**src/rtl/instruction_fetch.sv**
```systemverilog
// rtl/instruction_fetch.sv - word-indexed instruction fetch with a 2-entry output FIFO
// Fetches RD at pc each cycle there is room, stalls on backpressure, and handles redirects and out-of-range faults.
module instruction_fetch #(
    parameter int DEPTH    = 5,
    parameter int RESET_PC = 0
) (
    input  logic               clk,
    input  logic               rst_n,
    output logic signed [31:0] A,
    input  logic        [31:0] RD,
    input  logic               redirect,
    input  logic signed [31:0] redirect_target,
    output logic               out_valid,
    input  logic               out_ready,
    output logic        [31:0] out_instr,
    output logic        [31:0] out_pc,
    output logic               halted,
    output logic               fault
);

    typedef enum logic [1:0] {
        RUN,
        DRAIN,
        DONE,
        FAULT
    } state_t;

    localparam logic signed [31:0] DEPTH_S    = 32'(DEPTH);
    localparam logic signed [31:0] RESET_PC_S = 32'(RESET_PC);

    state_t             state;
    state_t             state_next;
    logic signed [31:0] pc;
    logic signed [31:0] pc_next;
    logic signed [31:0] pc_inc;
    logic        [31:0] instr_mem [2];
    logic        [31:0] pc_mem    [2];
    logic               wr_ptr;
    logic               rd_ptr;
    logic        [1:0]  count;
    logic               pop;
    logic               pop_eff;
    logic               push;
    logic               flush;
    logic               target_ok;

    assign A         = pc;
    assign pc_inc    = pc + 32'sd1;
    assign target_ok = (redirect_target >= 32'sd0) && (redirect_target < DEPTH_S);
    assign pop       = (count != 2'd0) && out_ready;
    assign pop_eff   = pop && !flush;

    assign out_valid = (count != 2'd0);
    assign out_instr = instr_mem[rd_ptr];
    assign out_pc    = pc_mem[rd_ptr];
    assign halted    = (state == DONE) || (state == FAULT);
    assign fault     = (state == FAULT);

    always_ff @(posedge clk or negedge rst_n) begin
        if (!rst_n) begin
            state <= RUN;
        end else begin
            state <= state_next;
        end
    end

    // Redirect outranks both fetch and pop; FAULT is sticky until reset.
    always_comb begin
        state_next = state;
        pc_next    = pc;
        push       = 1'b0;
        flush      = 1'b0;
        if (redirect && (state != FAULT)) begin
            flush = 1'b1;
            if (target_ok) begin
                pc_next    = redirect_target;
                state_next = RUN;
            end else begin
                state_next = FAULT;
            end
        end else begin
            case (state)
                RUN: begin
                    if (!((count == 2'd2) && !pop)) begin
                        push    = 1'b1;
                        pc_next = pc_inc;
                        if (pc_inc == DEPTH_S) begin
                            state_next = DRAIN;
                        end
                    end
                end
                DRAIN: begin
                    if (count == 2'd0) begin
                        state_next = DONE;
                    end
                end
                DONE:    state_next = DONE;
                FAULT:   state_next = FAULT;
                default: state_next = RUN;
            endcase
        end
    end

    always_ff @(posedge clk or negedge rst_n) begin
        if (!rst_n) begin
            pc <= RESET_PC_S;
        end else begin
            pc <= pc_next;
        end
    end

    always_ff @(posedge clk or negedge rst_n) begin
        if (!rst_n) begin
            wr_ptr <= 1'b0;
            rd_ptr <= 1'b0;
            count  <= 2'd0;
            for (int i = 0; i < 2; i++) begin
                instr_mem[i] <= 32'd0;
                pc_mem[i]    <= 32'd0;
            end
        end else if (flush) begin
            wr_ptr <= 1'b0;
            rd_ptr <= 1'b0;
            count  <= 2'd0;
        end else begin
            if (push) begin
                instr_mem[wr_ptr] <= RD;
                pc_mem[wr_ptr]    <= 32'(pc);
                wr_ptr            <= ~wr_ptr;
            end
            if (pop_eff) begin
                rd_ptr <= ~rd_ptr;
            end
            count <= count + {1'b0, push} - {1'b0, pop_eff};
        end
    end

endmodule

```
**config.mk**
```make
export PLATFORM = sky130hd
export DESIGN_NAME = instruction_fetch
export DESIGN_NICKNAME = d
export VERILOG_FILES = /design/src/rtl/instruction_fetch.sv
export SDC_FILE = /design/constraint.sdc
export NUM_CORES = 1
export LEC_CHECK = 0
export ABC_AREA = 0
export BUFFER_PORTS_ARGS = -buffer_cell sky130_fd_sc_hd__buf_4
export CAP_MARGIN = 20
export CORE_ASPECT_RATIO = 0.6
export CORE_MARGIN = 1.5
export CORE_UTILIZATION = 50
export CTS_CLUSTER_SIZE = 8
export DETAILED_ROUTE_END_ITERATION = 16
export GPL_TIMING_DRIVEN = 0
export PLACE_DENSITY_LB_ADDON = 0.1
export SLEW_MARGIN = 30
export SYNTH_ARGS = -nofsm -noshare
export SYNTH_HDL_FRONTEND = slang
export SYNTH_SLANG_ARGS = --single-unit
```
**constraint.sdc**
```tcl
create_clock -name clk -period 2.3 [get_ports clk]
set_input_delay 0.115 -clock clk [delete_from_list [all_inputs] [get_ports clk]]
set_output_delay 0.115 -clock clk [all_outputs]
set_load 0.02 [all_outputs]
```
== Yosys cells after proc, flatten, opt, wreduce, memory -nomap -nowiden ==
Index checks and enable logic that the tools add are counted.

* Register bits: 166
* Input bits: 68

* Add/subtract/negate cells: 3
* Order comparisons: 5
* Equal/unequal tests: 11
* Multiplexer cells: 29
* Bitwise gates (word level): 5
* Reduce and logical (&&, ||, !) cells: 18

{| class="wikitable"
|+ Operators by type and width
! kind !! number
|-
| 32-bit two-way mux || 11
|-
| 64-bit bitwise mux || 2
|-
| 32-bit by 2-bit adder with 32-bit output (second input constant) || 1
|-
| 32-bit demux with 1-bit select || 1
|-
| 32-bit by 4-bit == test with 1-bit output (second input constant) || 1
|-
| 32-bit by 1-bit greater-or-equal comparator with 1-bit output (second input constant) || 1
|-
| 32-bit by 4-bit less-than comparator with 1-bit output (second input constant) || 1
|-
| 2-bit two-way mux || 6
|-
| 3-bit inequality test (second input constant) || 3
|-
| 1-bit two-way mux || 8
|-
| 2-bit case mux with 4 select lines || 1
|-
| 2-bit nonzero test || 4
|-
| 2-bit == test (second input constant) || 3
|-
| 1-bit logical AND || 6
|-
| 2-bit inequality test (second input constant) || 3
|-
| 3-bit AND reduction || 2
|-
| 2-bit greater-or-equal comparator (second input constant) || 2
|-
| 2-bit zero test || 2
|-
| 1-bit NOT with 2-bit output || 2
|-
| 1-bit NOT || 3
|-
| 2-bit by 1-bit adder with 2-bit output || 1
|-
| 2-bit by 1-bit == test with 1-bit output (second input constant) || 1
|-
| 1-bit zero test || 2
|-
| 2-bit by 1-bit less-than comparator with 1-bit output (second input constant) || 1
|-
| other kinds (3) || 3
|}

== Logic depth before layout (Yosys ltp) ==
Gate-level depths: netlist of the first run.

* Word-level depth: 10
* Mapped depth: 11
* Depth with buffers taken out: 11

== Least setup slack after synthesis of the first run ==
No wires, ideal clock.

* Path kind: reg2reg
* Start: reg pc[1], in the netlist A[1]
* End: reg state[0]
* Setup time: 0.127 ns
* Arrival time: 2.517 ns
* Required time: 2.173 ns
* Setup slack: -0.344 ns
* Stages on the path, launching flop included: 11
* Path buffers: 1
* Clock period less this slack: 2.644 ns
* Path through: dfrtp_1 > ha_1 > buf_2 > nand4_2 > nor4_1 > nand4_1 > a211o_1 > a211oi_2 > nand4_1 > nand2_1 > mux2_1

* Longest elaborated chain between the ends: 4

{| class="wikitable"
|+ Ends and longest elaborated chain
! item !! line !! source
|-
| start, declared || 33 || <nowiki>logic signed [31:0] pc;</nowiki>
|-
| start signal, assigned || 108 || <nowiki>pc <= pc_next;</nowiki>
|-
| 32-bit by 2-bit adder with 32-bit output || 48 || <nowiki>assign pc_inc = pc + 32'sd1;</nowiki>
|-
| 32-bit by 4-bit == test with 1-bit output || 87 || <nowiki>if (pc_inc == DEPTH_S) begin</nowiki>
|-
| 3-bit inequality test (no source line) || -- ||
|-
| 3-bit AND reduction (no source line) || -- ||
|-
| end signal, assigned || 63 || <nowiki>state <= state_next;</nowiki>
|-
| end, declared || 31 || <nowiki>state_t state;</nowiki>
|}

Every way passes these cells.
A chain may end at the register's enable or synchronous reset.

== Worst setup path after layout of the first run ==
* Start: reg pc[0], in the netlist A[0]
* End: reg state[0]

The elaborated chain is that of the path after synthesis.

==> flow_summary.yaml, run 1 <==
outcome:
  outcome: "finished with violations"
  violations: "negative setup slack"
sta:
  fmax_ghz: 0.386
  final_min_period_over_clock_period_pct: 113
  maxSlewViolCount: 0
  period_minus_ws_final_ns: 2.59
  grt_setup_unrepaired: "true"
  finalSetupTns_ns: -0.540
  timing.final.ws_setup_ns: -0.292
  max-slew-margin-rel_pct: 49.8
  hold_viol_final: 0
  skew_ns: 0.0117
  setup_viol_count_final: 2
  worstMarginPinSlew_ns: 0.752
logic_synthesis:
  postSynthNetCount: 821
  synth_area_sq_um: 8420
  synthCells: 745
  synth_cell_type_count: 52
  synth.largest_area_cell: "sky130_fd_sc_hd__dfrtp_1"
  synth.yosys.warnings: 0
  syn_avg_cell_area_sq_um: 11.3
  synth_seq_area_share_pct: 49.3
  synth_edf_count: 0
  seq_cells_post_synth: 166
  async_reset_ff_share_pct: 100
  share_of_yosys_cell_area_claimed_by_the_top_area_cell_type_pct: 49.3
  netlist_top_cells_area: "sky130_fd_sc_hd__dfrtp_1, sky130_fd_sc_hd__mux2_2, sky130_fd_sc_hd__o21ai_0, sky130_fd_sc_hd__nand2_1, sky130_fd_sc_hd__clkbuf_1"
  ys_dominant_reg_cell: "sky130_fd_sc_hd__dfrtp_1"
cts:
  ctsRootBufferMaster: "sky130_fd_sc_hd__clkbuf_16"
  cts_buffer_depth: 2
  tritoncts_buffer_count: 17
  worst_skew_pair.late_latency_ns: 0.43
  worst_setup_hold_path_clk_slew_ns: 0.07
  cts_tree: "yes"
  clock_tree.htree_level_count: 4
  clock_sinks: 166
power:
  seqPwrFrac_pct: 32.0
  p_leak_nw: 5.54
  power.switching_fraction_pct: 38.3
  p_comb_share_pct: 47.1
  ir_drop_uv: 748
  power.share.clock_pct: 20.9
  switching_power_mw: 5.50
  power-per-cell-area_nw_per_um2: 1220
  intPower_mw: 8.88
setup_path:
  worst-path-max-fanout: 6
  critical_path.max_stage_delay_ns: 0.40
  cp_data_arrival_time_ns: 2.91
  cpMaxStageDelayCell: "sky130_fd_sc_hd__dfrtp_2"
  critical_path_cell_by_cell: "ha_4, nand4_4, buf_6, buf_4, nor3_4, and4_1, a31oi_2, a211oi_2, nand4_1, nand2_2, mux2_4"
  critical-path-top-delay-family: "simple AND/OR/NAND/NOR gates"
  critPathKind: "flop to flop"
  worst_setup_path_end_kind: "flop"
  worstPathRequired_ns: 2.62
  path_buf_inv: 2
  cp-start-kind: "flop"
place:
  dp_hpwl_mm: 17.1
  final_wtd_congestion: 0.951
  placement_setup_slack_ns: -0.823
  number_of_input_and_output_port_buffers_inserted: 166
  place_area_sq_um: 10200
floorplan:
  die_width_um: 171
  number_of_top_level_pins: 167
  core.rowCount: 36
  initial_core_util_pct: 51.5
  fp.coreArea_sq_um: 16400
  floorplan.die.height_um: 104
  die-area_sq_um: 17700
routing:
  drt_first_pass_iters: 5
  vias_per_cell: 5.77
  drc_errors: 0
  detail-route-antenna-nets: 0
  detail_route.wirelength_mm: 25.4
  post_drt_wl_per_cell_um: 20.3
  drt_iter0_drc: 632
  overall_via_count_from_detail_route: 7222
global_route:
  grt_pass1_wl_mm: 40.0
  antenna_found_initial: 0
  gr-usage-all-layers_pct: 29.6
  grt_start_max_net_pins: 92
  grt_pass1_vias: 7192
  grt_overflow: 0
layout:
  design_area_sq_um: 11800
  antennaDiodeCount: 0
  fin_nets: 1087
  fraction_of_final_layout_cells_with_drive_strength_greater_than_1_pct: 52.3
  synthToLayoutAreaGrowth_pct: 39.8
run:
  cap_viol_max_count: 0
hold_path:
  hold_class: "primary input to flop"
## power groups by stage
stage	combinational (mW)	sequential [mW]	clock, mW
after floorplan	3.89	4.57	0
after global placement	6.01	4.52	0
after detailed placement	6.15	4.62	0
after CTS	6.50	4.58	3.03
after global routing	7.16	4.73	3.17
final	6.78	4.60	3.01
## cells by family after synthesis
family          synth area share, %
flops                          49.3
buf+inv                        3.28
simple gates                   11.4
mux                            25.2
fa+ha+maj                      1.19
compound gates                 8.01
xor+xnor                       1.56
## synthesized netlist by cell type, drive strengths merged, types with 6 or more instances
| library cell | n |
|---|---|
| clkbuf | 46 |
| nand3 | 24 |
| nor4 | 13 |
| xnor2 | 10 |
| nor2 | 39 |
| inv | 11 |
| buf | 13 |
| nand4 | 20 |
| dfrtp | 166 |
| and3 | 9 |
| and2 | 6 |
| o21ai | 40 |
| ha | 8 |
| mux2 | 187 |
| nand2 | 49 |
| a21oi | 27 |
| a31oi | 12 |
| and4 | 6 |
| nor3 | 12 |
## final cells by class
cell class | instances | area, sq um
Tap cell | 228 | 285
Inverter | 11 | 41.3
Clock inverter | 13 | 164
Multi-Input combinational cell | 509 | 4250
Timing Repair Buffer | 254 | 2050
Sequential cell | 166 | 4180
Clock buffer | 19 | 453
Buffer | 52 | 352
Fill cell | 1163 | 4570
## sequential cells by signal (all words and copies together), names as in the netlist
register	flops
A	32
wr_ptr	1
rd_ptr	1
count	2
pc_mem	64
instr_mem	64
state	2
## final timing paths
| kind | start | to | slack (ns) | cells past startpoint |
|---|---|---|---|---|
| min reg2reg | pc_mem[28] | pc_mem[28] | 0.48 | 2 |
| max in group asynchronous | rst_n | A[27] | 1.17 | 3 |
| min | redirect_target[14] | A[14] | 0.02 | 3 |
| max | A[0] | state[0] | -0.29 | 11 |
| max reg2reg | A[0] | state[0] | -0.29 | 11 |
| min in group asynchronous | rst_n | pc_mem[9] | 0.24 | 2 |
## stage by stage
step                utilization [%]  instances  power (mW)  hold slack, ns
finish                         72.0       1252        14.4          0.0173
global route                   72.0       1252        15.1          0.0254
CTS                            70.6       1237        14.1          0.0166
detailed placement             62.3       1140        10.8           0.133
global placement               62.1       1139        10.5           0.355
floorplan                         -        745        8.46          -0.181
## cells in the final DEF (no fill, tap or decap), types with 3 or more instances in the layout
| cell | count |
|---|---|
| sky130_fd_sc_hd__buf_6 | 13 |
| sky130_fd_sc_hd__nor2_4 | 4 |
| sky130_fd_sc_hd__a31oi_1 | 11 |
| sky130_fd_sc_hd__xnor2_1 | 10 |
| sky130_fd_sc_hd__nand3_2 | 3 |
| sky130_fd_sc_hd__o22ai_1 | 3 |
| sky130_fd_sc_hd__buf_8 | 3 |
| sky130_fd_sc_hd__nor4_1 | 6 |
| sky130_fd_sc_hd__nor4_4 | 6 |
| sky130_fd_sc_hd__dlygate4sd3_1 | 37 |
| sky130_fd_sc_hd__nand4_1 | 18 |
| sky130_fd_sc_hd__and2_1 | 5 |
| sky130_fd_sc_hd__clkinv_4 | 3 |
| sky130_fd_sc_hd__mux2_2 | 186 |
| sky130_fd_sc_hd__buf_2 | 4 |
| sky130_fd_sc_hd__nand3_1 | 21 |
| sky130_fd_sc_hd__nor2_1 | 35 |
| sky130_fd_sc_hd__and4_1 | 5 |
| sky130_fd_sc_hd__o21ai_0 | 37 |
| sky130_fd_sc_hd__buf_4 | 211 |
| sky130_fd_sc_hd__nand2_1 | 48 |
| sky130_fd_sc_hd__and3_1 | 8 |
| sky130_fd_sc_hd__dfrtp_2 | 20 |
| sky130_fd_sc_hd__clkbuf_8 | 3 |
| sky130_fd_sc_hd__o22a_1 | 3 |
| sky130_fd_sc_hd__xor2_1 | 5 |
| sky130_fd_sc_hd__clkbuf_4 | 6 |
| sky130_fd_sc_hd__ha_1 | 6 |
| sky130_fd_sc_hd__dfrtp_1 | 146 |
| sky130_fd_sc_hd__inv_6 | 3 |
| sky130_fd_sc_hd__o21ai_1 | 3 |
| sky130_fd_sc_hd__nor3_1 | 8 |
| sky130_fd_sc_hd__or2_2 | 4 |
| sky130_fd_sc_hd__clkbuf_1 | 10 |
| sky130_fd_sc_hd__inv_1 | 11 |
| sky130_fd_sc_hd__clkbuf_16 | 17 |
| sky130_fd_sc_hd__a21oi_1 | 26 |
| sky130_fd_sc_hd__clkbuf_2 | 18 |
## worst register-to-register path, stage by stage, from the launching register on
cell and delay, ns:
sky130_fd_sc_hd__dfrtp_2 0.40, sky130_fd_sc_hd__ha_4 0.19, sky130_fd_sc_hd__nand4_4 0.21, sky130_fd_sc_hd__buf_6 0.19, sky130_fd_sc_hd__buf_4 0.13, sky130_fd_sc_hd__nor3_4 0.15, sky130_fd_sc_hd__and4_1 0.25, sky130_fd_sc_hd__a31oi_2 0.11
sky130_fd_sc_hd__a211oi_2 0.25, sky130_fd_sc_hd__nand4_1 0.18, sky130_fd_sc_hd__nand2_2 0.13, sky130_fd_sc_hd__mux2_4 0.30
## routing by layer
layer	routed length (um)	global-route usage (%)	up-vias
met3	2110	7.95	43
met5	0	0	-
met4	419	8.47	0
met1	11500	42.6	3612
li1	-	-	3238
met2	11300	43.8	329
## what timing repair did
item                                   4_1_cts  5_1_grt
buffers inserted                            33       16
pin swaps                                   21       17
setup endpoints to repair                  205      122
resized for setup                           47       47
hold buffers                                37        0
cloned                                       0        1
endpoints found under the hold margin      143        0
Power figures use the tool's default switching activity.
==> run 2, diff against run 1 <==
CORE_UTILIZATION = 56   (was 50)
GPL_TIMING_DRIVEN = 1   (was 0)
clock period = 2.72 ns   (was 2.3 ns; I/O delays follow)
==> flow_summary.yaml, run 2 (synthesis results as in run 1) <==
outcome:
  outcome: "finished clean"
global_route:
  global_route.peak_usage_layer: "met2"
  grt_pass1_wl_mm: 37.4
  grt_met2_usage_pct: 46.7
  gr-usage-all-layers_pct: 30.0
  grt_pass1_vias: 7188
  gr-usage-met3_pct: 6.58
  grtUsageMet1_pct: 42.2
  grt_start_max_net_pins: 85
  antenna_found_initial: 0
  grt_overflow: 0
place:
  final_wtd_congestion: 0.934
  placement_setup_slack_ns: 0.0137
  number_of_input_and_output_port_buffers_inserted: 166
  dp_hpwl_mm: 15.3
power:
  power.switching_fraction_pct: 37.1
  power.share.clock_pct: 22.3
  ir_drop_uv: 668
  switching_power_mw: 4.37
  p_comb_share_pct: 44.8
  seqPwrFrac_pct: 32.9
  intPower_mw: 7.40
  p_leak_nw: 5.22
  power-per-cell-area_nw_per_um2: 1060
cts:
  ctsRootBufferMaster: "sky130_fd_sc_hd__clkbuf_16"
  tritoncts_buffer_count: 17
  cts_buffer_depth: 2
  clock_tree.htree_level_count: 4
  worst_setup_hold_path_clk_slew_ns: 0.07
  clock_sinks: 166
  worst_skew_pair.late_latency_ns: 0.43
  cts_tree: "yes"
setup_path:
  critical-path-top-delay-family: "simple AND/OR/NAND/NOR gates"
  cpMaxStageDelayCell: "sky130_fd_sc_hd__dfrtp_2"
  worst_setup_path_end_kind: "flop"
  worstPathRequired_ns: 3.04
  worst-path-max-fanout: 17
  critical_path_cell_by_cell: "nand4_1, nor2_1, buf_6, nand3_1, o22a_1, nor4_1, nand4_1, nand2_1, mux2_1"
  path_buf_inv: 1
  cp_common_cell: "sky130_fd_sc_hd__nand4_1"
  critPathKind: "flop to flop"
  critical_path.max_stage_delay_ns: 0.48
  cp-start-kind: "flop"
  cp_data_arrival_time_ns: 2.90
floorplan:
  fp.coreArea_sq_um: 14600
  die_width_um: 161
  floorplan.die.height_um: 98
  initial_core_util_pct: 57.7
  core.rowCount: 34
  number_of_top_level_pins: 167
  die-area_sq_um: 15800
routing:
  vias_per_cell: 5.97
  drt_first_pass_iters: 5
  drt_iter0_drc: 562
  detail-route-antenna-nets: 0
  detail_route.wirelength_mm: 22.9
  post_drt_wl_per_cell_um: 19.8
  drc_errors: 0
  overall_via_count_from_detail_route: 6915
sta:
  maxSlewViolCount: 0
  period_minus_ws_final_ns: 2.59
  timing.final.ws_setup_ns: 0.135
  hold_viol_final: 0
  skew_ns: 0.0133
  final_min_period_over_clock_period_pct: 95.0
  setup_viol_count_final: 0
  max-slew-margin-rel_pct: 45.6
  fmax_ghz: 0.387
  holdWs_ns: 0.0306
  worstMarginPinSlew_ns: 0.816
layout:
  most-common-layout-cells: "sky130_fd_sc_hd__buf_4, sky130_fd_sc_hd__mux2_2, sky130_fd_sc_hd__dfrtp_1"
  fillCellCount: 962
  mostFrequentLayoutCell: "sky130_fd_sc_hd__buf_4"
  fraction_of_final_layout_cells_with_drive_strength_greater_than_1_pct: 46.9
  antennaDiodeCount: 0
  fin_nets: 1024
  synthToLayoutAreaGrowth_pct: 32.0
run:
  cap_viol_max_count: 0
hold_path:
  hold_class: "primary input to flop"
run 2: worst reg2reg max path, stage by stage, from the launching register on:
cell	delay (ns)
sky130_fd_sc_hd__dfrtp_2	0.48
sky130_fd_sc_hd__nand4_1	0.17
sky130_fd_sc_hd__nor2_1	0.23
sky130_fd_sc_hd__buf_6	0.22
sky130_fd_sc_hd__nand3_1	0.16
sky130_fd_sc_hd__o22a_1	0.24
sky130_fd_sc_hd__nor4_1	0.33
sky130_fd_sc_hd__nand4_1	0.18
sky130_fd_sc_hd__nand2_1	0.14
sky130_fd_sc_hd__mux2_1	0.32
run 2: path summary, 6_finish.rpt:
| path | start | endpoint | slack, ns | cells past startpoint |
|---|---|---|---|---|
| min in group asynchronous | rst_n | pc_mem[9] | 0.34 | 2 |
| worst min-delay path | redirect_target[7] | A[7] | 0.03 | 3 |
| max in group asynchronous | rst_n | pc_mem[34] | 1.56 | 3 |
| worst max-delay path | A[6] | state[0] | 0.13 | 9 |
| worst min register to register | pc_mem[28] | pc_mem[28] | 0.49 | 2 |
| worst max register to register | A[6] | state[0] | 0.13 | 9 |
run 2: through the flow:
stage,power [mW],area (sq um),cells,util (%),TNS [ns]
after floorplan,7.00,8420,745,-,0
after global placement,8.80,10100,1092,69.1,0
after detailed placement,9.02,10100,1092,69.1,0
after CTS,11.7,11100,1157,75.8,0
after global routing,12.4,11100,1158,76.2,-0.00717
final,11.8,11100,1158,76.2,0
run 2: area by class of cell:
cell class              instances  area [sq um]  area share, %
flip-flops and latches        166          4160           37.4
inverters                      11          41.3          0.371
clock inverters                14           208           1.87
clock buffers                  17           425           3.83
multi-input cells             509          4060           36.5
well taps                     198           248           2.23
repair buffers                243          1980           17.8
run 2: power groups by stage:
| stage | Clock [mW] | Combinational, mW | Sequential [mW] |
|---|---|---|---|
| floorplan | 0 | 3.17 | 3.82 |
| global placement | 0 | 5.02 | 3.78 |
| detailed placement | 0 | 5.14 | 3.88 |
| CTS | 2.67 | 5.22 | 3.84 |
| global route | 2.76 | 5.63 | 3.98 |
| finish | 2.63 | 5.27 | 3.87 |
run 2: metal layers:
metal / wire length, um / share of wire [%]
met4: 430 / 1.9
met2: 10600 / 46
met1: 10000 / 44
met5: 0 / 0
met3: 1890 / 8.3
run 2: timing repair:
item / CTS / global route
setup endpoints to repair: 1 / 2
hold endpoints to repair: 145 / 0
setup buffers: 0 / 1
resized for setup: 1 / 10
pin swaps: 0 / 1
hold buffers: 34 / 0
==> run 3, diff against run 2 <==
PLACE_DENSITY_LB_ADDON = 0.3   (was 0.1)
TNS_END_PERCENT = 20   (was unset)
==> flow_summary.yaml, run 3 (synthesis results as in run 1) <==
outcome:
  outcome: "finished clean"
sta:
  hold_viol_final: 0
  timing.final.ws_setup_ns: 0.171
  holdWs_ns: 0.0410
  period_minus_ws_final_ns: 2.55
  skew_ns: 0.0120
  setup_viol_count_final: 0
  worstMarginPinSlew_ns: 0.712
  final_min_period_over_clock_period_pct: 93.7
  grt_setup_unrepaired: "false"
  maxSlewViolCount: 0
  finalSetupTns_ns: 0
  max-slew-margin-rel_pct: 52.5
  fmax_ghz: 0.392
global_route:
  grt_pass1_wl_mm: 37.4
  grt_start_max_net_pins: 72
  grt_overflow: 0
  antenna_found_initial: 0
  grt_pass1_vias: 7212
  gr-usage-all-layers_pct: 30.3
floorplan:
  floorplan.die.height_um: 98
  core.rowCount: 34
  number_of_top_level_pins: 167
  fp.coreArea_sq_um: 14600
  die_width_um: 161
  die-area_sq_um: 15800
  initial_core_util_pct: 57.7
power:
  p_leak_nw: 5.21
  ir_drop_uv: 665
  post-layout-total-power_mw: 11.6
  power-per-cell-area_nw_per_um2: 1050
cts:
  clock_tree.htree_level_count: 4
  tritoncts_buffer_count: 17
  ctsRootBufferMaster: "sky130_fd_sc_hd__clkbuf_16"
  cts_buffer_depth: 2
  worst_setup_hold_path_clk_slew_ns: 0.07
  cts_tree: "yes"
  worst_skew_pair.late_latency_ns: 0.43
  postCtsSetupRepairBufs: 0
  clock_sinks: 166
setup_path:
  cp_data_arrival_time_ns: 2.86
  worstPathRequired_ns: 3.03
  reg2regPathDepth: 8
  critPathKind: "flop to flop"
  cp-start-kind: "flop"
  worst-path-max-fanout: 8
  critPathLaunch: "A[24]"
  crit-reg2reg-launch: "A[24]"
  worst_setup_path_end_kind: "flop"
place:
  place_area_sq_um: 10100
  dpl.cell_count: 1095
  number_of_input_and_output_port_buffers_inserted: 166
  placement_setup_slack_ns: 0.112
  dp_hpwl_mm: 15.6
  final_wtd_congestion: 0.978
layout:
  most-common-layout-cells: "sky130_fd_sc_hd__buf_4, sky130_fd_sc_hd__mux2_2, sky130_fd_sc_hd__dfrtp_1"
  fillCellCount: 944
  antennaDiodeCount: 0
  design_area_sq_um: 11100
  fin_nets: 1027
  final-instance-count-excl-fill: 1162
  finish.utilization_pct: 75.9
  mostFrequentLayoutCell: "sky130_fd_sc_hd__buf_4"
  fraction_of_final_layout_cells_with_drive_strength_greater_than_1_pct: 47.0
  synthToLayoutAreaGrowth_pct: 31.6
run:
  cap_viol_max_count: 0
routing:
  detail_route.wirelength_mm: 23.2
  drc_errors: 0
  drt_first_pass_iters: 5
  vias_per_cell: 5.95
  post_drt_wl_per_cell_um: 19.9
  drt_iter0_drc: 457
  overall_via_count_from_detail_route: 6909
  detail-route-antenna-nets: 0
hold_path:
  holdCritStartpoint: "redirect_target[7]"
  min_path_cells: 3
  hold_class: "primary input to flop"
run 3: power breakdown:
part           total [mW]  switching (mW)  internal (mW)
logic                5.38            2.85           2.53
clock network        2.38            1.13           1.26
registers            3.83           0.511           3.32
run 3: what timing repair did:
item                                    4_1_cts  5_1_grt
endpoints found under the hold margin       133        0
gates resized for setup                       0       10
hold buffers                                 35        0
endpoints found under the setup margin        0        1
run 3: final timing paths:
path	endpoint	slack (ns)
setup / recovery	state[0]	0.17
hold / removal	A[7]	0.04
setup reg to reg	state[0]	0.17
hold reg to reg	pc_mem[18]	0.49
max in group asynchronous	instr_mem[34]	1.67
min in group asynchronous	pc_mem[43]	0.27
run 3: metal layers:
metal / vias up / share of wire, % / GRT usage (%)
met4: 0 / 1.6 / 8.76
met1: 3425 / 43 / 40.5
li1: 3119 / - / -
met5: - / 0 / 0
met3: 37 / 8.6 / 9.05
met2: 328 / 47 / 48.2
run 3: worst max-delay path, stage by stage, from the launching register on:
cell                       delay, ns
sky130_fd_sc_hd__dfrtp_1        0.54
sky130_fd_sc_hd__nand4_1        0.30
sky130_fd_sc_hd__nor4_1         0.42
sky130_fd_sc_hd__a21oi_1        0.12
sky130_fd_sc_hd__a211o_1        0.30
sky130_fd_sc_hd__a211oi_2       0.18
sky130_fd_sc_hd__nand4_1        0.15
sky130_fd_sc_hd__nand2_1        0.13
sky130_fd_sc_hd__mux2_1         0.32
run 3: cell type report:
class	count	area (sq um)	area share (%)
clock buffers	18	439	3.96
clock inverters	14	160	1.45
inverters	11	41.3	0.373
multi-input cells	509	4060	36.6
flip-flops and latches	166	4160	37.6
well taps	198	248	2.24
repair buffers	246	1980	17.8
